--- src/rtl/assoc_extract_buffer_if.sv ---
// rtl/assoc_extract_buffer_if.sv - write/extract/response bus of the associative extract buffer
// rd_peek exists only when ASSOC_EXTRACT_PEEK_EN is defined.
interface assoc_extract_buffer_if #(
  parameter int KEY_SIZE    = 4,
  parameter int DATA_SIZE   = 4,
  parameter int BUFFER_SIZE = 4
);
  localparam int CW = $clog2(BUFFER_SIZE + 1);

  logic                 wr_valid;
  logic                 wr_ready;
  logic [KEY_SIZE-1:0]  wr_key;
  logic [DATA_SIZE-1:0] wr_data;
  logic                 rd_valid;
  logic                 rd_ready;
  logic [KEY_SIZE-1:0]  rd_key;
`ifdef ASSOC_EXTRACT_PEEK_EN
  logic                 rd_peek;
`endif
  logic                 rsp_valid;
  logic                 rsp_hit;
  logic [DATA_SIZE-1:0] rsp_data;
  logic [CW-1:0]        count;
  logic                 full;

  modport master (
    output wr_valid, wr_key, wr_data, rd_valid, rd_key
`ifdef ASSOC_EXTRACT_PEEK_EN
    , output rd_peek
`endif
    , input wr_ready, rd_ready, rsp_valid, rsp_hit, rsp_data, count, full
  );

  modport slave (
    input wr_valid, wr_key, wr_data, rd_valid, rd_key
`ifdef ASSOC_EXTRACT_PEEK_EN
    , input rd_peek
`endif
    , output wr_ready, rd_ready, rsp_valid, rsp_hit, rsp_data, count, full
  );
endinterface

--- src/rtl/assoc_extract_buffer.sv ---
// rtl/assoc_extract_buffer.sv - key/data store with extract-by-key and compaction
// Optional ASSOC_EXTRACT_PEEK_EN adds non-destructive lookups via rd_peek.
module assoc_extract_buffer #(
  parameter int KEY_SIZE    = 4,
  parameter int DATA_SIZE   = 4,
  parameter int BUFFER_SIZE = 4
) (
  input  logic                  clk_i,
  input  logic                  async_reset_i,
  assoc_extract_buffer_if.slave bus
);
  localparam int CW = $clog2(BUFFER_SIZE + 1);
  localparam int IW = (BUFFER_SIZE > 1) ? $clog2(BUFFER_SIZE) : 1;

  typedef enum logic {ST_IDLE, ST_SHIFT} state_e;

  state_e               state_q, state_d;
  logic [BUFFER_SIZE-1:0] valid_q, valid_d;
  logic [KEY_SIZE-1:0]  key_q  [BUFFER_SIZE];
  logic [KEY_SIZE-1:0]  key_d  [BUFFER_SIZE];
  logic [DATA_SIZE-1:0] data_q [BUFFER_SIZE];
  logic [DATA_SIZE-1:0] data_d [BUFFER_SIZE];
  logic [CW-1:0]        count_q, count_d;
  logic [IW-1:0]        ptr_q, ptr_d;
  logic                 rsp_valid_q, rsp_valid_d;
  logic                 rsp_hit_q, rsp_hit_d;
  logic [DATA_SIZE-1:0] rsp_data_q, rsp_data_d;

  logic          rd_hit, wr_hit, rd_fire, wr_fire, peek, full;
  logic [IW-1:0] rd_idx, wr_idx, ptr_nxt, tail_idx;

`ifdef ASSOC_EXTRACT_PEEK_EN
  assign peek = bus.rd_peek;
`else
  assign peek = 1'b0;
`endif

  assign full     = (count_q == CW'(BUFFER_SIZE));
  assign tail_idx = count_q[IW-1:0];
  assign ptr_nxt  = ptr_q + IW'(1);

  // Reads take priority: a pending read blocks the write side for this cycle.
  assign bus.rd_ready  = (state_q == ST_IDLE);
  assign bus.wr_ready  = (state_q == ST_IDLE) && !bus.rd_valid;
  assign rd_fire       = bus.rd_valid && bus.rd_ready;
  assign wr_fire       = bus.wr_valid && bus.wr_ready;
  assign bus.rsp_valid = rsp_valid_q;
  assign bus.rsp_hit   = rsp_hit_q;
  assign bus.rsp_data  = rsp_data_q;
  assign bus.count     = count_q;
  assign bus.full      = full;

  // Descending scan so the lowest matching slot is the one left selected.
  always_comb begin
    rd_hit = 1'b0;
    rd_idx = '0;
    wr_hit = 1'b0;
    wr_idx = '0;
    for (int i = BUFFER_SIZE - 1; i >= 0; i--) begin
      if (valid_q[i] && key_q[i] == bus.rd_key) begin
        rd_hit = 1'b1;
        rd_idx = IW'(i);
      end
      if (valid_q[i] && key_q[i] == bus.wr_key) begin
        wr_hit = 1'b1;
        wr_idx = IW'(i);
      end
    end
  end

  always_comb begin
    state_d     = state_q;
    valid_d     = valid_q;
    key_d       = key_q;
    data_d      = data_q;
    count_d     = count_q;
    ptr_d       = ptr_q;
    rsp_valid_d = 1'b0;
    rsp_hit_d   = 1'b0;
    rsp_data_d  = '0;
    case (state_q)
      ST_IDLE: begin
        if (rd_fire) begin
          rsp_valid_d = 1'b1;
          if (rd_hit) begin
            rsp_hit_d  = 1'b1;
            rsp_data_d = data_q[rd_idx];
            if (!peek) begin
              valid_d[rd_idx] = 1'b0;
              key_d[rd_idx]   = '0;
              data_d[rd_idx]  = '0;
              count_d         = count_q - CW'(1);
              // Removing the tail slot leaves nothing to close up.
              if (CW'(rd_idx) != count_q - CW'(1)) begin
                state_d = ST_SHIFT;
                ptr_d   = rd_idx;
              end
            end
          end
        end else if (wr_fire) begin
          if (wr_hit) begin
            data_d[wr_idx] = bus.wr_data;
          end else if (!full) begin
            valid_d[tail_idx] = 1'b1;
            key_d[tail_idx]   = bus.wr_key;
            data_d[tail_idx]  = bus.wr_data;
            count_d           = count_q + CW'(1);
          end
        end
      end
      ST_SHIFT: begin
        valid_d[ptr_q]   = valid_q[ptr_nxt];
        key_d[ptr_q]     = key_q[ptr_nxt];
        data_d[ptr_q]    = data_q[ptr_nxt];
        valid_d[ptr_nxt] = 1'b0;
        key_d[ptr_nxt]   = '0;
        data_d[ptr_nxt]  = '0;
        // count_q already excludes the removed entry, so it names the old tail.
        if (CW'(ptr_nxt) == count_q) begin
          state_d = ST_IDLE;
        end else begin
          ptr_d = ptr_nxt;
        end
      end
      default: state_d = ST_IDLE;
    endcase
  end

  always_ff @(posedge clk_i or posedge async_reset_i) begin
    if (async_reset_i) begin
      state_q     <= ST_IDLE;
      valid_q     <= '0;
      count_q     <= '0;
      ptr_q       <= '0;
      rsp_valid_q <= 1'b0;
      rsp_hit_q   <= 1'b0;
      rsp_data_q  <= '0;
      for (int i = 0; i < BUFFER_SIZE; i++) begin
        key_q[i]  <= '0;
        data_q[i] <= '0;
      end
    end else begin
      state_q     <= state_d;
      valid_q     <= valid_d;
      key_q       <= key_d;
      data_q      <= data_d;
      count_q     <= count_d;
      ptr_q       <= ptr_d;
      rsp_valid_q <= rsp_valid_d;
      rsp_hit_q   <= rsp_hit_d;
      rsp_data_q  <= rsp_data_d;
    end
  end
endmodule

--- src/flat_wrapper.sv ---
// flat-port wrapper written by rule: the top's interface ports become plain ports
module assoc_extract_buffer_flat 
#(
  parameter int KEY_SIZE    = 4,
  parameter int DATA_SIZE   = 4,
  parameter int BUFFER_SIZE = 4
)
  (clk_i, async_reset_i, bus_wr_valid, bus_wr_key, bus_wr_data, bus_rd_valid, bus_rd_key, bus_wr_ready, bus_rd_ready, bus_rsp_valid, bus_rsp_hit, bus_rsp_data, bus_count, bus_full);
  assoc_extract_buffer_if #(.KEY_SIZE(KEY_SIZE), .DATA_SIZE(DATA_SIZE), .BUFFER_SIZE(BUFFER_SIZE)) bus_i ();
  input  logic clk_i;
  input  logic async_reset_i;
  input wire logic [$bits(bus_i.wr_valid)-1:0] bus_wr_valid;
  input wire logic [$bits(bus_i.wr_key)-1:0] bus_wr_key;
  input wire logic [$bits(bus_i.wr_data)-1:0] bus_wr_data;
  input wire logic [$bits(bus_i.rd_valid)-1:0] bus_rd_valid;
  input wire logic [$bits(bus_i.rd_key)-1:0] bus_rd_key;
  output wire logic [$bits(bus_i.wr_ready)-1:0] bus_wr_ready;
  output wire logic [$bits(bus_i.rd_ready)-1:0] bus_rd_ready;
  output wire logic [$bits(bus_i.rsp_valid)-1:0] bus_rsp_valid;
  output wire logic [$bits(bus_i.rsp_hit)-1:0] bus_rsp_hit;
  output wire logic [$bits(bus_i.rsp_data)-1:0] bus_rsp_data;
  output wire logic [$bits(bus_i.count)-1:0] bus_count;
  output wire logic [$bits(bus_i.full)-1:0] bus_full;
  assign bus_i.wr_valid = bus_wr_valid;
  assign bus_i.wr_key = bus_wr_key;
  assign bus_i.wr_data = bus_wr_data;
  assign bus_i.rd_valid = bus_rd_valid;
  assign bus_i.rd_key = bus_rd_key;
  assign bus_wr_ready = bus_i.wr_ready;
  assign bus_rd_ready = bus_i.rd_ready;
  assign bus_rsp_valid = bus_i.rsp_valid;
  assign bus_rsp_hit = bus_i.rsp_hit;
  assign bus_rsp_data = bus_i.rsp_data;
  assign bus_count = bus_i.count;
  assign bus_full = bus_i.full;
  assoc_extract_buffer #(.KEY_SIZE(KEY_SIZE), .DATA_SIZE(DATA_SIZE), .BUFFER_SIZE(BUFFER_SIZE)) u_core (.clk_i(clk_i), .async_reset_i(async_reset_i), .bus(bus_i));
endmodule
--- config.mk ---
export PLATFORM = sky130hd
export DESIGN_NAME = assoc_extract_buffer_flat
export DESIGN_NICKNAME = d
export VERILOG_FILES = /design/src/rtl/assoc_extract_buffer_if.sv /design/src/rtl/assoc_extract_buffer.sv /design/src/flat_wrapper.sv
export SDC_FILE = /design/constraint.sdc
export NUM_CORES = 1
export LEC_CHECK = 0
export ABC_AREA = 1
export CAP_MARGIN = 20
export CORE_ASPECT_RATIO = 0.5
export CORE_MARGIN = 3
export CORE_UTILIZATION = 61
export CTS_CLUSTER_SIZE = 12
export DETAILED_ROUTE_END_ITERATION = 10
export PLACE_DENSITY = 0.82
export SLEW_MARGIN = 20
export SYNTH_ARGS = -nofsm -noshare
export SYNTH_HDL_FRONTEND = slang
export SYNTH_SLANG_ARGS = --single-unit
--- constraint.sdc ---
create_clock -name clk_i -period 2.9 [get_ports clk_i]
set_input_delay 0.29 -clock clk_i [delete_from_list [all_inputs] [get_ports clk_i]]
set_output_delay 0.29 -clock clk_i [all_outputs]
set_load 0.02 [all_outputs]
==> reports/metrics.yaml, run 1 <==
status:
  status: "finished clean"
layout:
  regArea_um2: 1200
  fillerInstances: 562
  fin_area_um2: 4770
  final_common_cell: "nand2_1"
  diodes: 0
  multi_input_area_um2: 2710
  mostFrequentLayoutCells: "nand2_1, o21ai_0, inv_1"
  area_delta_synth_final_pct: 11.1
  final_nets: 725
  drive_gt1_share_pct: 9.04
clock_tree:
  postCtsSetupBuffers: 0
  root_buffer: "clkbuf_16"
  cts-buffers-inserted: 5
  ctsHoldBuffers: 0
  clk_latency_ns: 0.30
  path_clk_slew_ns: 0.08
  cts_tree: "built"
  clock_sinks: 48
  htreeDepth: 2
  ctsLongestPathBuffers: 2
  cts_resized: 0
floorplanning:
  die_y_um: 65.3
  rows: 20
  ios: 28
  die-area_um2: 8150
  die_w_um: 125
  core_um2: 6430
  initial_core_util_pct: 66.8
critical_path:
  worstPathRequired_ns: 3.10
  cp_max_fo: 15
  cp-end-kind: "flop"
  crit_start: "u_core.ptr_q[1]$_DFFE_PP0P_"
  crit_arrival_ns: 2.90
  r2r-start: "u_core.ptr_q[1]$_DFFE_PP0P_"
  startpoint_type: "flop"
  reg2reg_slack_ns: 0.19
  path_class: "reg -> reg"
drt:
  dr.pass1.iters: 7
  via_per_inst: 6.30
  wl_per_cell_um: 19.0
  ant_nets: 0
  wirelength_um: 14900
  vias: 4949
  drc: 0
  drtIter0Drc: 813
global_routing:
  first_global_vias: 4677
  grt.overflow.total: 0
  grtUsageTotal_pct: 38.0
  grt_max_degree: 25
  grt_pass1_wl_um: 24200
  antenna_found_initial: 0
pwr:
  p_per_area_nw_per_um2: 961
  p_leak_nw: 2.34
  ir_drop_v: 0.000490
  power_mw: 4.59
sta:
  hold_viol: 0
  worst-slew-pin-transition_ns: 0.552
  max_clock_freq_mhz: 370
  finalSetupTns_ns: 0
  fin_crit_sh_pct: 93.3
  fin_crit_ns: 2.71
  clock_skew_ns: 0.0118
  finalHoldWorstSlack_ns: 0.156
  final-max-slew-violation-count: 0
  worst_slew_margin_rel_pct: 63.1
  finalWorstSetupSlack_ns: 0.195
  finalSetupViolCount: 0
  rsz0062_at_grt: "false"
placement:
  place_area_um2: 4600
  gp_congestion: 1.04
  post-dp-hpwl_um: 11100
  port_buffers: 27
  pre_cts_ws_ns: 0.171
logic_synthesis:
  ys_seq_area_share_pct: 28.0
  ys_seq_elements: 48
  synthesis.area_um2: 4300
  syn-num-nets: 708
  async_reset_ff_share_pct: 100
  synthFlopType: "dfrtp_1"
  ys_warn_count: 0
  ys_types: 43
  synth.avg_cell_area_um2: 6.33
  synth-edff-count: 0
  netlist_instances: 679
worst_hold_path:
  hold_class: "in -> async"
flow_run:
  cap_violations: 0
==> stage by stage <==
| step | instances | utilization, % |
|---|---|---|
| finish | 785 | 74.2 |
| global route | 785 | 74.2 |
| CTS | 785 | 74.2 |
| detailed placement | 777 | 71.6 |
| global placement | 777 | 71.6 |
| floorplan | 679 | - |
==> registers in the layout, indices dropped and copies added (netlist names) <==
register / cells
u_core.data_q: 16
u_core.key_q: 16
u_core.bus.rsp_data: 4
u_core.valid_q: 4
u_core.bus.count: 3
u_core.ptr_q: 2
u_core.bus.rsp_hit: 1
u_core.bus.rsp_valid: 1
u_core.state_q: 1
==> layer usage <==
metal	wire length, um	share of wire, %	track usage (%)	up-vias
li1	-	-	-	2251
met1	6040	40	50.0	2203
met2	6080	41	58.5	410
met3	2190	15	13.2	85
met4	612	4.1	13.7	0
met5	0	0	0	-
==> cell type report <==
class / instances / share of cell area, %
Clock inverter: 3 / 0.970
Multi-Input combinational cell: 539 / 56.9
Inverter: 69 / 5.48
Tap cell: 88 / 2.31
Sequential cell: 48 / 25.2
Clock buffer: 5 / 2.62
Timing Repair Buffer: 33 / 6.61
==> cell families (layout without fill, tap and decap cells) <==
kind of cell,count (synthesis),count (layout),synth area share [%]
buffers and inverters,92,110,8.86
adder cells (fa/ha/maj),13,13,3.79
AO/OA/AOI/OAI,166,166,20.8
XOR/XNOR,9,9,1.84
flip-flops,48,48,28.0
AND/OR/NAND/NOR,351,351,36.7
==> worst max-delay path, stage by stage, from the launching register on <==
cell and delay [ns]:
dfrtp_1 0.44, inv_1 0.14, ha_1 0.42, inv_1 0.44, a21oi_1 0.08, o21ai_0 0.10, nand2_1 0.06, inv_1 0.16
o21ai_0 0.12, o21ai_0 0.18, a21boi_0 0.19, nor2_1 0.07, nor2_1 0.21
==> where the power goes <==
group | total, mW | internal [mW] | switching [mW]
clock network | 0.702 | 0.411 | 0.291
registers | 1.24 | 0.901 | 0.337
logic | 2.65 | 0.810 | 1.84
==> cells in the mapped netlist, drive strengths merged (3+ instances only) <==
cell type / instances / area share, %
clkbuf: 12 / 1.1
inv: 67 / 5.9
nand3: 54 / 7.6
xnor2: 6 / 1.2
xor2: 3 / 0.61
nand2: 221 / 20
dfrtp: 48 / 28
a21oi: 50 / 6.3
ha: 13 / 3.8
or2: 5 / 0.79
o22ai: 10 / 1.5
buf: 11 / 1.7
o21ai: 98 / 12
nand4: 5 / 0.73
nor2: 64 / 6.9
==> worst paths after layout <==
path,endpoint,cells past startpoint
worst max-delay path,u_core.key_q[9]$_DFFE_PP0P_,12
worst min-delay path,u_core.bus.rsp_valid$_DFF_PP0_,2
worst max register to register,u_core.key_q[9]$_DFFE_PP0P_,12
worst min register to register,u_core.data_q[4]$_DFFE_PP0P_,2
max in group asynchronous,u_core.key_q[9]$_DFFE_PP0P_,3
min in group clk_i,u_core.data_q[4]$_DFFE_PP0P_,2
Note: power is estimated with default switching activity, not from simulation.
==> inputs of run 2 (changes only) <==
--- a/config.mk
+++ b/config.mk
@@ -13,6 +13,7 @@
 export CTS_CLUSTER_SIZE = 12
 export DETAILED_ROUTE_END_ITERATION = 10
 export PLACE_DENSITY = 0.82
+export SKIP_CTS_REPAIR_TIMING = 1
 export SLEW_MARGIN = 20
 export SYNTH_ARGS = -nofsm -noshare
 export SYNTH_HDL_FRONTEND = slang
==> results of run 2 <==
No change in the layout: final DEF, timing and power equal those of run 1.
==> inputs of run 3 (changes only) <==
--- a/config.mk
+++ b/config.mk
@@ -9,10 +9,11 @@
 export CAP_MARGIN = 20
 export CORE_ASPECT_RATIO = 0.5
 export CORE_MARGIN = 3
-export CORE_UTILIZATION = 61
+export CORE_UTILIZATION = 65
 export CTS_CLUSTER_SIZE = 12
 export DETAILED_ROUTE_END_ITERATION = 10
-export PLACE_DENSITY = 0.82
+export DONT_BUFFER_PORTS = 1
+export PLACE_DENSITY = 0.81
 export SKIP_CTS_REPAIR_TIMING = 1
 export SLEW_MARGIN = 20
 export SYNTH_ARGS = -nofsm -noshare
==> reports/metrics.yaml, run 3 (synthesized netlist as in run 1, its figures left out) <==
drt:
  ant_nets: 0
  wirelength_met1_um: 5930
  drtIter0Drc: 715
  dr.pass1.iters: 6
  drc: 0
  top_layer_used: "met4"
  wl_per_cell_um: 18.3
  vias: 4716
  wl_met3_um: 1950
  wirelength_um: 13800
  met2_length_um: 5600
  via_per_inst: 6.23
layout:
  diodes: 0
  instances_no_fill: 757
  final_common_cell: "nand2_1"
  final_nets: 697
  drive_gt1_share_pct: 9.12
  mostFrequentLayoutCells: "nand2_1, o21ai_0, inv_1"
  area_delta_synth_final_pct: 4.52
  reg.largest.list: "u_core.data_q (16), u_core.key_q (16)"
placement:
  port_buffers: 0
  gp_congestion: 1.03
  post-dp-hpwl_um: 10200
  dp.cells: 749
floorplanning:
  initial_core_util_pct: 68.9
  die-area_um2: 7680
  ios: 28
  core_um2: 6230
  die_y_um: 63.5
  rows: 20
  die_w_um: 121
sta:
  fin_crit_ns: 2.46
  fin_crit_sh_pct: 84.8
  worst-slew-pin-transition_ns: 0.862
  clock_skew_ns: 0.00521
  finalSetupViolCount: 0
  finalSetupTns_ns: 0
  max_clock_freq_mhz: 406
  hold_viol: 0
  worst_slew_margin_rel_pct: 42.5
  final-max-slew-violation-count: 0
  rsz0062_at_grt: "false"
critical_path:
  crit_arrival_ns: 2.65
  path_class: "reg -> reg"
  cp-end-kind: "flop"
  crit_path_max_incr_delay_ns: 0.61
  path_common_cell: "nand2_1"
  path_cells: "inv_1 -> ha_1 -> ha_1 -> inv_1 -> nand2_1 -> nand2_2 -> nand2_4 -> inv_4 -> nand3_1 -> nand2_1 -> nand2_1"
  worstPathRequired_ns: 3.09
  cp_max_fo: 17
  cp_slowest_cell: "dfrtp_1"
  startpoint_type: "flop"
global_routing:
  grt_max_degree: 49
  grtUsageTotal_pct: 37.2
  grt.overflow.total: 0
  first_global_vias: 4238
  grt_pass1_wl_um: 22200
  antenna_found_initial: 0
pwr:
  p_leak_nw: 2.24
  power_frac_comb_pct: 55.5
  internal_power_mw: 2.04
  seq_power_share_pct: 29.2
  ir_drop_v: 0.000488
  switching_share_pct: 53.3
  p_sw_mw: 2.33
  p_per_area_nw_per_um2: 974
  clkPwrFrac_pct: 15.4
clock_tree:
  cts_tree: "built"
  clock_sinks: 48
  root_buffer: "clkbuf_16"
  htreeDepth: 2
  clk_latency_ns: 0.30
  ctsLongestPathBuffers: 2
  path_clk_slew_ns: 0.06
  cts-buffers-inserted: 5
flow_run:
  cap_violations: 0
worst_hold_path:
  hold_class: "in -> async"
status:
  status: "finished clean"
[run 3: cell count changes in the layout (fill, tap and decap cells not counted), sizes merged]
| cell | previous run | this run |
|---|---|---|
| buf | 6 | 5 |
| clkbuf | 5 | 6 |
| clkdlybuf4s50 | 27 | 0 |
| clkinv | 2 | 4 |
| clkinvlp | 1 | 0 |
| inv | 68 | 66 |
[run 3: final timing paths]
check                                                     start                               end  slack, ns  depth (start not counted)
worst max-delay path            u_core.bus.count[0]$_DFFE_PP0P_      u_core.key_q[15]$_DFFE_PP0P_       0.44                         11
worst min-delay path                              async_reset_i  u_core.bus.rsp_data[0]$_DFF_PP0_       0.02                          1
worst max register to register  u_core.bus.count[0]$_DFFE_PP0P_      u_core.key_q[15]$_DFFE_PP0P_       0.44                         11
worst min register to register     u_core.data_q[3]$_DFFE_PP0P_      u_core.data_q[3]$_DFFE_PP0P_       0.53                          2
max in group asynchronous                         async_reset_i      u_core.data_q[0]$_DFFE_PP0P_       2.38                          1
min in group clk_i                               bus_wr_data[0]      u_core.data_q[0]$_DFFE_PP0P_       0.19                          4
[run 3: layer usage]
layer | global-route usage, % | vias to the layer above
met5 | 0 | -
met4 | 11.4 | 0
met3 | 10.6 | 41
met2 | 53.4 | 335
met1 | 53.9 | 2150
li1 | - | 2190
[run 3: area by class of cell]
cell class | instances | area (um^2)
well taps | 88 | 110
fillers | 558 | 1740
flip-flops and latches | 48 | 1200
repair buffers | 5 | 37.5
clock buffers | 6 | 129
inverters | 69 | 263
clock inverters | 2 | 35.0
multi-input cells | 539 | 2710
[run 3: power groups by stage]
| stage | logic [mW] | clock network, mW | registers, mW |
|---|---|---|---|
| finish | 2.42 | 0.672 | 1.28 |
| global route | 2.69 | 0.701 | 1.29 |
| CTS | 2.33 | 0.680 | 1.25 |
| detailed placement | 2.32 | 0 | 1.26 |
| global placement | 2.29 | 0 | 1.27 |
| floorplan | 1.84 | 0 | 1.13 |
[run 3: worst max-delay path, delay by kind of cell, from the launching register on]
kind | cells | cell delay, ns
simple gates | 6 | 0.64
flops | 1 | 0.61
fa+ha+maj | 2 | 0.59
buf+inv | 3 | 0.50
[run 3: metrics by stage]
step | cell area, um^2 | power (mW) | hold slack (ns) | worst slack, ns | util [%]
after CTS | 4490 | 4.26 | 0.158 | 0.475 | 72.0
final | 4490 | 4.37 | 0.0194 | 0.439 | 72.0
after floorplan | 4300 | 2.98 | 0.463 | 0.652 | -
after global routing | 4490 | 4.68 | 0.0875 | 0.309 | 72.0
after detailed placement | 4320 | 3.58 | 0.476 | 0.496 | 69.4
after global placement | 4320 | 3.55 | 0.451 | 0.508 | 69.4
